<file path="src/rtl/ft232h_pkg.sv">
// Shared definitions for the FT232H synchronous FIFO (FT245-sync) datapath.
package ft232h_pkg;

    // FT232H data bus width
    localparam int FT_DW = 8;

    // Statistics counter widths (used when FT232H_RX_STATS_EN is defined)
    localparam int RX_BYTE_CNT_W  = 32;
    localparam int RX_BURST_CNT_W = 16;

    // Bus-side state: IDLE -> OE (turnaround) -> READ (burst) -> REL (release)
    typedef enum logic [1:0] {
        IDLE = 2'd0,
        OE   = 2'd1,
        READ = 2'd2,
        REL  = 2'd3
    } rx_state_e;

endpackage

</file>
<file path="src/rtl/ft232h_rx_fifo.sv">
// Single-clock show-ahead byte FIFO. Head byte is always visible on rd_data;
// rd_en advances the head. Callers must not write when full or read when empty.
module ft232h_rx_fifo
    import ft232h_pkg::*;
#(
    parameter int DEPTH = 16,
    parameter int AW    = $clog2(DEPTH)
) (
    input  logic             clk,
    input  logic             rst_n,
    input  logic             wr_en,
    input  logic [FT_DW-1:0] wr_data,
    input  logic             rd_en,
    output logic [FT_DW-1:0] rd_data,
    output logic [AW:0]      cnt,
    output logic             empty
);

    logic [DEPTH-1:0][FT_DW-1:0] mem;
    logic [AW-1:0]               wr_ptr;
    logic [AW-1:0]               rd_ptr;

    // Storage, pointers (wrap naturally at DEPTH) and occupancy; reset discards contents
    always_ff @(posedge clk or negedge rst_n) begin
        if (!rst_n) begin
            mem    <= '0;
            wr_ptr <= '0;
            rd_ptr <= '0;
            cnt    <= '0;
        end else begin
            if (wr_en) begin
                mem[wr_ptr] <= wr_data;
                wr_ptr      <= wr_ptr + AW'(1);
            end
            if (rd_en)
                rd_ptr <= rd_ptr + AW'(1);
            case ({wr_en, rd_en})
                2'b10:   cnt <= cnt + (AW+1)'(1);
                2'b01:   cnt <= cnt - (AW+1)'(1);
                default: cnt <= cnt;
            endcase
        end
    end

    assign rd_data = mem[rd_ptr];
    assign empty   = (cnt == '0);

endmodule

</file>
<file path="src/rtl/ft232h_rx.sv">
// FT232H sync-FIFO receive path: sequences OE#/RD#, captures bus bytes into
// a local FIFO and presents them as a valid/ready byte stream.
// Optional byte/burst statistics outputs: define FT232H_RX_STATS_EN.
module ft232h_rx
    import ft232h_pkg::*;
#(
    parameter int DEPTH = 16
) (
    input  logic             clk,
    input  logic             rst_n,
    input  logic             rxf_n,
    input  logic [FT_DW-1:0] data_in,
    output logic             oe_n,
    output logic             rd_n,
    input  logic             bus_gnt,
    output logic             bus_busy,
    output logic [FT_DW-1:0] out_data,
    output logic             out_valid,
    input  logic             out_ready
`ifdef FT232H_RX_STATS_EN
   ,output logic [RX_BYTE_CNT_W-1:0]  rx_byte_count,
    output logic [RX_BURST_CNT_W-1:0] rx_burst_count
`endif
);

    localparam int AW = $clog2(DEPTH);

    rx_state_e     state, state_nx;
    logic          cap;
    logic          pop;
    logic          space_ok;
    logic          fifo_empty;
    logic [AW:0]   cnt;
    logic [AW+1:0] occ_nx;

    // A byte is on the bus only while we strobe RD# and the chip still has data
    assign cap      = (state == READ) & ~rd_n & ~rxf_n;
    assign pop      = out_valid & out_ready;
    // Conservative room check: ignores a same-cycle pop
    assign occ_nx   = {1'b0, cnt} + {{(AW+1){1'b0}}, cap};
    assign space_ok = occ_nx < (AW+2)'(DEPTH);
    assign bus_busy = (state != IDLE);
    assign out_valid = ~fifo_empty;

    // Next-state logic for the bus handshake
    always_comb begin
        state_nx = state;
        case (state)
            IDLE: if (~rxf_n & bus_gnt & space_ok) state_nx = OE;
            OE:   state_nx = (~rxf_n & space_ok & bus_gnt) ? READ : REL;
            READ: if (!(~rxf_n & space_ok & bus_gnt)) state_nx = REL;
            REL:  state_nx = IDLE;
            default: state_nx = IDLE;
        endcase
    end

    // State register
    always_ff @(posedge clk or negedge rst_n) begin
        if (!rst_n) state <= IDLE;
        else        state <= state_nx;
    end

    // Glitch-free strobes registered from the next state; RD# drops only in READ
    always_ff @(posedge clk or negedge rst_n) begin
        if (!rst_n) begin
            oe_n <= 1'b1;
            rd_n <= 1'b1;
        end else begin
            oe_n <= (state_nx == IDLE);
            rd_n <= (state_nx != READ);
        end
    end

    ft232h_rx_fifo #(.DEPTH(DEPTH), .AW(AW)) u_fifo (
        .clk     (clk),
        .rst_n   (rst_n),
        .wr_en   (cap),
        .wr_data (data_in),
        .rd_en   (pop),
        .rd_data (out_data),
        .cnt     (cnt),
        .empty   (fifo_empty)
    );

`ifdef FT232H_RX_STATS_EN
    // Free-running statistics: bytes captured and READ bursts entered
    always_ff @(posedge clk or negedge rst_n) begin
        if (!rst_n) begin
            rx_byte_count  <= '0;
            rx_burst_count <= '0;
        end else begin
            if (cap)
                rx_byte_count <= rx_byte_count + RX_BYTE_CNT_W'(1);
            if ((state != READ) && (state_nx == READ))
                rx_burst_count <= rx_burst_count + RX_BURST_CNT_W'(1);
        end
    end
`endif

endmodule

</file>
<file path="config.mk">
export PLATFORM = sky130hd
export DESIGN_NAME = ft232h_rx
export DESIGN_NICKNAME = d
export VERILOG_FILES = /design/src/rtl/ft232h_pkg.sv /design/src/rtl/ft232h_rx_fifo.sv /design/src/rtl/ft232h_rx.sv
export SDC_FILE = /design/constraint.sdc
export NUM_CORES = 1
export LEC_CHECK = 0
export CAP_MARGIN = 20
export CELL_PAD_IN_SITES_DETAIL_PLACEMENT = 1
export CELL_PAD_IN_SITES_GLOBAL_PLACEMENT = 1
export CORE_MARGIN = 1.5
export CORE_UTILIZATION = 50
export CTS_BUF_LIST = sky130_fd_sc_hd__clkbuf_16
export DETAILED_ROUTE_END_ITERATION = 6
export PLACE_DENSITY_LB_ADDON = 0.1
export SYNTH_ARGS = -nofsm -noshare
export SYNTH_HDL_FRONTEND = slang
export SYNTH_HIERARCHICAL = 1
export SYNTH_SLANG_ARGS = --single-unit
</file>
<file path="constraint.sdc">
create_clock -name clk -period 3 [get_ports clk]
set_clock_uncertainty 0.15 [all_clocks]
set_input_delay 0.3 -clock clk [delete_from_list [all_inputs] [get_ports clk]]
set_output_delay 0.3 -clock clk [all_outputs]
set_load 0.02 [all_outputs]
</file>
==> Word level (Yosys, flattened, before mapping) <==
Cells that the tools add are included.
{ "totals": {"regBits": 145, "elab_cells": 63, "in_bits": 13} }
{ "classes": {"reduce_logical": 6, "n_eq_ne": 6, "bitwise": 10, "order_cmp": 4, "muxes": 10, "addsub": 5} }
{ "op_table": {"columns": ["op", "count"], "rows": [
  ["bitwise mux 128 bit", 1],
  ["binary-select mux 8 bit (select 4 bit)", 1],
  ["demux 8 bit (select 4 bit)", 1],
  ["two-way mux 8 bit", 2],
  ["< comparator 4 x 5 -> 1 bit, second input constant", 2],
  ["one-hot mux 5 bit (2 select lines)", 1],
  ["adder 4 x 1 -> 4 bit, second input constant", 2],
  ["one-hot mux 2 bit (4 select lines)", 1],
  ["AND 1 bit", 7],
  ["adder 5 x 1 -> 6 bit", 1],
  ["== test 2 bit, second input constant", 3],
  ["< comparator 6 x 5 -> 1 bit, second input constant", 1],
  ["adder 5 x 1 -> 5 bit, second input constant", 1],
  ["logical NOT 5 bit", 1],
  ["subtractor 5 x 1 -> 5 bit, second input constant", 1],
  ["== test 2 x 1 -> 1 bit, second input constant", 2],
  [">= comparator 4 x 1 -> 1 bit, second input constant", 1],
  ["logical NOT 2 bit", 2],
  ["two-way mux 2 bit", 2],
  ["nonzero test 2 bit", 2],
  ["inverter 1 bit", 3],
  ["inequality test 2 bit, second input constant", 1],
  ["logical AND 1 bit", 1],
  ["two-way mux 1 bit", 1]
]} }

==> Longest topological paths before layout <==
Gate-level depths: netlist (run 1).
{ "depth": {"word_depth": 10, "depth_mapped": 13, "depth_no_buf": 11} }

==> Cells and area by module <==
The synthesis (run 1) kept the hierarchy.
{ "by_module_without_submodules": {"columns": ["mod", "seq_area_each_um2", "cells_each", "area_each_um2", "instances"], "rows": [
  ["ft232h_rx_fifo", 3528.4, 425, 6625.1, 1],
  ["ft232h_rx", 102.6, 24, 291.5, 1]
]} }

==> Worst setup path after synthesis (run 1) <==
Ideal clock, no wire load.
{ "synth_timing": {"path_kind": "register to register", "from": "register u_fifo.cnt[2]", "to": "register u_fifo.cnt[4]", "path_slack_ps": 275, "stages_incl_launch_ff": 13, "required_ps": 2727, "synth_period_minus_slack_ps": 2725, "n_path_buf": 2, "arrival_ps": 2453, "cell_sequence": "dfrtp_1 > clkbuf_1 > or3_1 > nor3_1 > nor2b_1 > ha_1 > clkbuf_1 > xor2_1 > ha_1 > nor3b_1 > nor3b_1 > a21oi_1 > xnor2_1"} }
{ "synth_between": {"elab_chain_len": 5, "elab_cells_between_ends": 9, "classes_between": "add/sub (2); eq/ne (2); mux (1); bitwise (2); reduce/logical (2)"} }
{ "synth_lines": {"columns": ["item", "line", "rtl"], "rows": [
  ["start: declaration", "ft232h_rx_fifo.sv:15", "output logic [AW:0] cnt,"],
  ["start signal: assignment", "ft232h_rx_fifo.sv:38", "2'b10: cnt <= cnt + (AW+1)'(1);"],
  ["start signal: assignment", "ft232h_rx_fifo.sv:39", "2'b01: cnt <= cnt - (AW+1)'(1);"],
  ["start signal: assignment", "ft232h_rx_fifo.sv:40", "default: cnt <= cnt;"],
  ["logical NOT 5 bit *", "ft232h_rx_fifo.sv:46", "assign empty = (cnt == '0);"],
  ["named net fifo_empty", "ft232h_rx.sv:32", "logic fifo_empty;"],
  ["inverter 1 bit *", "ft232h_rx.sv:43", "assign out_valid = ~fifo_empty;"],
  ["AND 1 bit *", "ft232h_rx.sv:38", "assign pop = out_valid & out_ready;"],
  ["named net pop", "ft232h_rx.sv:30", "logic pop;"],
  ["== test 2 x 1 -> 1 bit or == test 2 bit (tied branches)", "ft232h_rx_fifo.sv:37", "case ({wr_en, rd_en})"],
  ["one-hot mux 5 bit (2 select lines) or nonzero test 2 bit (tied branches)", null, null]
]} }
Mark *: on every way through the listed nets, which the timed path passes. The rest lies on a longest branch.
A chain may end at the register's enable or synchronous reset.

==> Worst setup path in the final report (run 1) <==
{ "layout_timing": {"from": "register u_fifo.rd_ptr[0]", "to": "output out_data[1]"} }
{ "layout_between": {"elab_chain_len": 2} }
{ "layout_lines": {"columns": ["item", "line", "rtl"], "rows": [
  ["start: declaration", "ft232h_rx_fifo.sv:21", "logic [AW-1:0] rd_ptr;"],
  ["start signal: assignment", "ft232h_rx_fifo.sv:36", "rd_ptr <= rd_ptr + AW'(1);"],
  ["binary-select mux 8 bit (select 4 bit)", "ft232h_rx_fifo.sv:45", "assign rd_data = mem[rd_ptr];"],
  ["two-way mux 8 bit (implied by the code)", "ft232h_rx_fifo.sv:45", null],
  ["end: declaration", "ft232h_rx.sv:17", "output logic [FT_DW-1:0] out_data,"]
]} }
Every way passes these cells. The select of a mux whose other input is x is not followed.

==> metrics.cfg, run 1 <==
[detailed_routing]
wl_per_cell_um = 23.46
routed-wl-met3_um = 321
drt-pass1-iter-count = 4
final_antenna_net_count = 0
drtIter0Drc = 255
wl_met2_um = 8179
wl_met1_um = 7073
wirelength_um = 15720
vias_per_cell = 5.919
top_layer_used = met4
remaining_drc_errors = 0
num_vias = 3966

[cells_and_area]
final_common_cell = dfrtp_1
syn_to_final_growth_pct = 14.87
drive_gt1_share_pct = 43.12
fillers = 1256
layout_common_cells = dfrtp_1 (142), mux2_2 (125), mux4_1 (18)
antenna_cells = 0
final_net_count = 506

[floorplanning]
initial_core_util_pct = 51.82
dieWidth_um = 120.6
dieHeight_um = 120.6
ios = 25
dieArea_sq_um = 14550
row_count = 42
coreArea_sq_um = 13350

[logic_synthesis]
ys_seq_area_share_pct = 52.50
ys.flop_type = dfrtp_1
mappedNetlistArea_sq_um = 6917
synthMuxAreaShare_pct = 32.60
yosysUniqueCellTypes = 48
avgSynthCellArea_sq_um = 15.40
synth_top_family_by_area = multiplexers
synth_simple_gate_area_share_pct = 4.975
synth_adder_area_share_pct = 2.171
synthArstFlopShare_pct = 100.0
synth_compound_area_share_pct = 3.093
synth-xor-area-share_pct = 1.520
ys_ff_latch = 145
synthCells = 449
synthesis.nets = 474
ys_warn_count = 6
synth_edf_count = 0

[timing]
fin_crit_ns = 2.825
setup_viol_count_final = 0
slew_viol_final = 0
setup_tns_ns = 0
rsz0062_at_grt = false
worst_pin_slew_ns = 0.7029
setup_slack_ns = 0.1746
maxSlewHeadroom_pct = 53.14
period_share_pct = 94.18
max_freq_mhz = 353.9
hold_violations = 0

[min_path]
hp-class = in -> async

[placement]
gp_congestion = 0.7532
dp_hpwl_um = 10320
place.port_buffers = 24
dp_slack_ns = 0.07038

[clock_tree]
cts_tree = yes
clk_pin_slew_worst_paths_ns = 0.06
cts-buffers-inserted = 17
worstSkewPairLatency_ns = 0.42
cts_root_buffer = clkbuf_16
cts_max_path_buffers = 2
htree_levels = 4
cts.sinks = 145

[worst_setup_path]
worst_ep_arrival_time_ns = 2.38
critPathBufInv = 2
critPathLaunchType = flip-flop
critPathKind = reg -> out
r2r_cells = 10
required_ns = 2.55
cp_top_family = multiplexers
timing.rr.end = u_fifo/cnt[4]
end_kind = primary output
cpMaxStageDelayCell = mux4_1
cpPeakStageDelay_ns = 0.59
r2r-start = u_fifo/cnt[2]
reg2reg_slack_ns = 0.26
cp_max_fo = 6
cp_cell_sequence = buf_12, mux4_1, a22oi_1, nand2_1, dlygate4sd2_1

[global_route]
antenna_found_initial = 0
grt_pass1_vias = 4477
track_usage_pct = 23.89
grt_max_degree = 72
overflow = 0
grt_pass1_wl_um = 25630

[job]
maxCapViolCount = 0

[power]
ir_drop_v = 0.0005842
power_density_nw_per_um2 = 831.6
p_leak_nw = 3.914

[outcome]
outcome = finished, final reports clean

==> kinds of logic (layout without fill, tap and decap cells) <==
group | count (synthesis) | count (layout)
AO/OA/AOI/OAI | 27 | 27
buffers and inverters | 35 | 80
adder cells (fa/ha/maj) | 12 | 12
AND/OR/NAND/NOR | 56 | 56
XOR/XNOR | 12 | 12
multiplexers | 162 | 162
flip-flops | 145 | 145
==> what timing repair did <==
item / CTS / global route
endpoints found under the hold margin: 68 / 0
resized for setup: 10 / 5
endpoints found under the setup margin: 8 / 4
hold buffers: 1 / 0
setup buffers: 3 / 0
==> where the power goes <==
part	internal [mW]	switching, mW	leakage, nW
sequential	2.34	0.305	1.97
combinational	0.978	0.934	1.67
clock	1.22	0.837	0.276
total	4.53	2.08	3.91
==> state kept, by name, indices dropped and copies added, names as in the netlist <==
register / count
u_fifo/rd_ptr: 4
u_fifo/cnt: 5
state: 2
u_fifo/wr_ptr: 4
rd_n: 1
u_fifo/mem: 128
oe_n: 1
==> metal layers <==
| metal | track usage (%) | up-vias |
|---|---|---|
| met5 | 0 | - |
| met4 | 6.691 | 0 |
| met3 | 4.764 | 12 |
| met2 | 40.80 | 48 |
| met1 | 31.15 | 2170 |
| li1 | - | 1736 |
==> metrics by stage <==
step	cell area (sq um)	instances	power [mW]	hold slack (ns)	util, %
4_1_cts	7930	670	6.661	0.3238	59.41
2_1_floorplan	6917	449	3.944	-0.1456	-
3_5_place_dp	7295	634	4.509	0.2115	54.65
5_1_grt	7945	670	6.929	0.3456	59.52
6_report	7945	670	6.607	0.2901	59.52
3_3_place_gp	7295	634	4.412	0.1943	54.65
==> cell type report <==
class                           count  area, sq um  area share (%)
Sequential cell                   145         3635           45.75
Clock buffer                       17        425.4           5.354
Inverter                            8        30.03          0.3780
Multi-Input combinational cell    269         3093           38.93
Timing Repair Buffer               40        399.1           5.024
Tap cell                          176        220.2           2.772
Clock inverter                     15        142.6           1.795
==> synthesized netlist by cell type (6+ instances only) <==
library cell | instances | area share [%]
dfrtp_1 | 143 | 52
mux4_1 | 18 | 6.8
xnor2_1 | 6 | 0.76
buf_4 | 6 | 0.65
clkbuf_1 | 11 | 0.60
nand2_1 | 14 | 0.76
a22oi_1 | 16 | 1.7
xor2_1 | 6 | 0.76
ha_1 | 12 | 2.2
nand2_2 | 12 | 1.1
inv_1 | 7 | 0.38
mux2_2 | 125 | 20
mux4_2 | 13 | 4.2
==> how the worst max path moves through the flow <==
stage	cells after the start	from	slack, ns	to
global placement	10	u_fifo/cnt[2]	0.15	u_fifo/cnt[4]
finish	5	u_fifo/rd_ptr[0]	0.17	out_data[1]
CTS	5	u_fifo/rd_ptr[0]	0.005	out_data[4]
floorplan	12	u_fifo/cnt[2]	0.27	u_fifo/cnt[4]
detailed placement	10	u_fifo/cnt[2]	0.07	u_fifo/cnt[4]
global route	10	u_fifo/cnt[2]	0.09	u_fifo/cnt[4]
Power figures use the tool's default switching activity.
==> inputs of run 2 (changes only) <==
- CELL_PAD_IN_SITES_DETAIL_PLACEMENT: 1 -> unset
- CELL_PAD_IN_SITES_GLOBAL_PLACEMENT: 1 -> unset
- CTS_CLUSTER_DIAMETER: unset -> 40
- PLACE_DENSITY: unset -> 0.67
- PLACE_DENSITY_LB_ADDON: 0.1 -> unset
==> run 2 against run 1 <==
  * Setup slack better by 0.0087 ns
  * Largest power group unchanged
  * Clock power fell by 15%
  * Critical endpoint is now out_data[5]
  * Total power fell by 5.6%
  * Via count down 1.8%
  * Hold slack gained 0.013 ns
  * Sequential power hardly changed
  * Combinational power shrank 4%
  * Critical path depth stayed put
  * Global-route usage decreased by 2.2 points
  * Cell area is 1.4% lower
  * Register-to-register slack worse by 0.07 ns
==> metrics.cfg, run 2 (same netlist as run 1, synthesis figures left out) <==
[power]
totalPowerFinal_mw = 6.237
p_clk_share_pct = 28.1
switching_power_mw = 1.934
power.share.combinational_pct = 29.4
pwr-share-seq_pct = 42.5
switching_share_pct = 31.01
power_density_nw_per_um2 = 795.9
ir_drop_v = 0.0004971
p_leak_nw = 3.860
p_int_mw = 4.303

[detailed_routing]
drt-pass1-iter-count = 4
wirelength_um = 14120
remaining_drc_errors = 0
num_vias = 3894
wl_per_cell_um = 21.05
final_antenna_net_count = 0
drtIter0Drc = 199
vias_per_cell = 5.803

[floorplanning]
coreArea_sq_um = 13350
dieArea_sq_um = 14550
dieHeight_um = 120.6
ios = 25
dieWidth_um = 120.6
initial_core_util_pct = 51.82
row_count = 42

[clock_tree]
cts.sinks = 145
cts_root_buffer = clkbuf_16
cts_max_path_buffers = 2
htree_levels = 4
cts_tree = yes
cts-buffers-inserted = 17
worstSkewPairLatency_ns = 0.41
clk_pin_slew_worst_paths_ns = 0.06

[cells_and_area]
top_regs = u_fifo/mem: 128 flops, u_fifo/cnt: 5 flops
fillers = 1070
layout_common_cells = dfrtp_1 (142), mux2_2 (125), mux4_1 (18)
finalNonFillerCells = 671
largest_register_ffs = 128
syn_to_final_growth_pct = 13.30
final_common_cell = dfrtp_1
drive_gt1_share_pct = 41.21
antenna_cells = 0
top_register = u_fifo/mem
utilization_pct = 58.71
final_net_count = 508

[timing]
slew_viol_final = 0
fin_crit_ns = 2.817
hold_violations = 0
setup_tns_ns = 0
setup_slack_ns = 0.1833
max_freq_mhz = 355.0
worst_pin_slew_ns = 0.6998
maxSlewHeadroom_pct = 53.34
setup_viol_count_final = 0
period_share_pct = 93.89

[min_path]
hp-class = in -> async

[global_route]
antenna_found_initial = 0
grt_pass1_vias = 4257
overflow = 0
grt_pass1_wl_um = 23390
grt_max_degree = 75
track_usage_pct = 21.66

[worst_setup_path]
cp_max_fo = 9
end_kind = primary output
critPathKind = reg -> out
required_ns = 2.55
worst_ep_arrival_time_ns = 2.37
critPathLaunchType = flip-flop
r2r-start = u_fifo/cnt[2]
startpoint = u_fifo/rd_ptr[0]

[placement]
dp_slack_ns = 0.1447
place.port_buffers = 24
gp_congestion = 0.8084
dp_hpwl_um = 9400
post-place-cells = 637

[job]
maxCapViolCount = 0

[outcome]
outcome = finished, final reports clean

## run 2: area by class of cell
| cell class | count | area (sq um) | area share (%) |
|---|---|---|---|
| multi-input combinational | 269 | 3085 | 39.37 |
| sequential | 145 | 3635 | 46.38 |
| timing repair buffer | 42 | 381.6 | 4.870 |
| clock buffer | 17 | 425.4 | 5.429 |
| inverter | 8 | 30.03 | 0.3832 |
| clock inverter | 14 | 58.81 | 0.7504 |
| tap | 176 | 220.2 | 2.810 |
## run 2: final timing paths
check                      slack (ns)               to  cells past startpoint
setup / recovery                 0.18      out_data[5]                      5
hold / removal                   0.30  u_fifo/mem[114]                      2
setup reg to reg                 0.19    u_fifo/cnt[4]                     10
hold reg to reg                  0.34  u_fifo/mem[123]                      1
max in group asynchronous        1.47   u_fifo/mem[77]                      3
min in group clk                 0.34  u_fifo/mem[123]                      1
## run 2: timing repair
item	4_1_cts	5_1_grt
pin swaps	0	0
setup buffers	2	0
hold endpoints to repair	71	0
hold buffers	1	0
endpoints found under the setup margin	8	1
gates resized for setup	12	1
## run 2: metal layers
metal  up-vias  track usage [%]  wire length [um]
met5         -                0                 0
met3        17            5.283               340
li1       1742                -                 -
met1      2078            30.29              6996
met4         0            7.500               230
met2        57            33.27              6556
## run 2: worst max-delay path: stages, from the launching register on
cell and delay [ns]:
dfrtp_4 0.52, buf_4 0.19, mux4_1 0.56, a22oi_1 0.25, nand2_1 0.10, dlygate4sd2_1 0.33
## run 2: power by group through the flow
stage                     Clock (mW)  Sequential (mW)  Combinational [mW]
after global placement             0             2.67                1.76
final                           1.75             2.65                1.83
after detailed placement           0             2.69                1.81
after CTS                       1.80             2.65                1.84
after floorplan                    0             2.55                1.39
after global routing            1.88             2.71                1.98
## run 2: stage by stage
stage	instance area, sq um	hold WS, ns
after floorplan	6917	-0.1456
after global placement	7317	0.2070
after detailed placement	7317	0.2211
after CTS	7834	0.3371
after global routing	7836	0.3587
final	7836	0.3028
==> inputs of run 3 (changes only) <==
- SKIP_LAST_GASP: unset -> 1
==> run 3 against run 2 <==
  * First-iteration DRC count increased by 11%
  * Cell count unchanged
  * Sequential share of layout area about the same
  * Count of clock-buffer cells in the layout unchanged
  * Critical path depth unchanged
  * Sequential cell count unchanged
  * Setup slack improved by 0.012 ns
  * Global-route usage about the same
  * Core utilization about the same
  * Critical endpoint unchanged
==> metrics.cfg, run 3 (same netlist as run 1, synthesis figures left out) <==
[placement]
gp_congestion = 0.8084
dp_hpwl_um = 9400
post-place-cells = 637
place.port_buffers = 24

[power]
totalPowerFinal_mw = 6.247
p_leak_nw = 3.873
power_density_nw_per_um2 = 796.8
ir_drop_v = 0.0004984

[detailed_routing]
remaining_drc_errors = 0
drt-pass1-iter-count = 4
wl_per_cell_um = 21.13
num_vias = 3895
vias_per_cell = 5.805
final_antenna_net_count = 0
drtIter0Drc = 220
wirelength_um = 14180

[floorplanning]
dieHeight_um = 120.6
coreArea_sq_um = 13350
row_count = 42
dieWidth_um = 120.6
initial_core_util_pct = 51.82
ios = 25
dieArea_sq_um = 14550

[cells_and_area]
antenna_cells = 0
top_regs = u_fifo/mem: 128 flops, u_fifo/cnt: 5 flops
syn_to_final_growth_pct = 13.35
top_register = u_fifo/mem
final_net_count = 508
final_common_cell = dfrtp_1
finalNonFillerCells = 671
drive_gt1_share_pct = 41.21
layout_common_cells = dfrtp_1 (142), mux2_2 (125), mux4_1 (18)
largest_register_ffs = 128
fillers = 1070

[global_route]
overflow = 0
antenna_found_initial = 0
grt_pass1_wl_um = 23360
track_usage_pct = 21.63
grt_pass1_vias = 4237
grt_max_degree = 75

[clock_tree]
cts-buffers-inserted = 17
htree_levels = 4
cts_max_path_buffers = 2
cts.sinks = 145
clk_pin_slew_worst_paths_ns = 0.06
cts_root_buffer = clkbuf_16
cts_tree = yes
worstSkewPairLatency_ns = 0.41

[worst_setup_path]
required_ns = 2.55
end_kind = primary output
cp_cell_sequence = buf_4, mux4_1, a22oi_1, nand2_1, dlygate4sd2_1
cpPeakStageDelay_ns = 0.56
worst_ep_arrival_time_ns = 2.36
cpMaxStageDelayCell = mux4_1
critPathLaunchType = flip-flop
reg2reg_slack_ns = 0.20
critPathKind = reg -> out
cp_max_fo = 9

[job]
maxCapViolCount = 0

[timing]
worst_pin_slew_ns = 0.7007
period_share_pct = 93.50
max_freq_mhz = 356.5
hold_violations = 0
fin_crit_ns = 2.805
maxSlewHeadroom_pct = 53.28
setup_viol_count_final = 0
slew_viol_final = 0

[outcome]
outcome = finished, final reports clean

[min_path]
hp-class = in -> async

-- run 3: cell count changes in the layout (fill, tap and decap cells not counted), sizes merged --
cell          delta
dlygate4sd2      -1
dlymetal6s2s     +1
-- run 3: final cells by class --
| class | instances | area, sq um | share of cell area (%) |
|---|---|---|---|
| clock buffers | 17 | 425.4 | 5.426 |
| clock inverters | 14 | 58.81 | 0.7501 |
| multi-input cells | 269 | 3085 | 39.36 |
| well taps | 176 | 220.2 | 2.809 |
| flip-flops and latches | 145 | 3635 | 46.36 |
| repair buffers | 42 | 385.4 | 4.915 |
| inverters | 8 | 30.03 | 0.3830 |
-- run 3: routing by layer --
layer / global-route usage [%] / wire [um]
met1: 30.48 / 7012
met2: 33.10 / 6605
met3: 5.283 / 391
met4: 7.206 / 167
met5: 0 / 0
-- run 3: path summary, 6_finish.rpt --
kind / depth (start not counted) / to / startpoint
max: 5 / out_data[5] / u_fifo/rd_ptr[0]
min: 2 / u_fifo/mem[114] / rst_n
max reg2reg: 10 / u_fifo/cnt[4] / u_fifo/cnt[2]
min reg2reg: 1 / u_fifo/mem[123] / u_fifo/mem[123]
max in group asynchronous: 3 / u_fifo/mem[77] / rst_n
min in group clk: 1 / u_fifo/mem[123] / u_fifo/mem[123]
-- run 3: power breakdown --
| part | switching (mW) | total (mW) | internal (mW) |
|---|---|---|---|
| sequential | 0.317 | 2.66 | 2.34 |
| clock | 0.742 | 1.75 | 1.01 |
| combinational | 0.883 | 1.84 | 0.954 |
| total | 1.94 | 6.25 | 4.31 |
-- run 3: metrics by stage --
step                      setup slack, ns  util [%]  hold WS [ns]  setup TNS, ns  instance area [sq um]
after floorplan                    0.2747         -       -0.1456              0                   6917
after global placement             0.2477     54.82        0.2070              0                   7317
after detailed placement           0.1447     54.82        0.2211              0                   7317
after CTS                        -0.05195     58.66        0.3371       -0.05195                   7830
after global routing            -0.002987     58.74        0.3587      -0.002987                   7840
final                              0.1949     58.74        0.3038              0                   7840
-- run 3: repair_timing --
action,4_1_cts,5_1_grt
setup endpoints to repair,8,2
hold endpoints to repair,71,0
buffers inserted,2,0
hold buffers,1,0
gates cloned,0,0
gates resized for setup,10,3
-- run 3: worst max-delay path: cells and delay by family, from the launching register on --
| family | cells | cell delay (ns) |
|---|---|---|
| AOI/OAI and AO/OA | 1 | 0.24 |
| DFF | 1 | 0.52 |
| buffers and inverters | 2 | 0.52 |
| muxes | 1 | 0.56 |
| and+or+nand+nor | 1 | 0.10 |
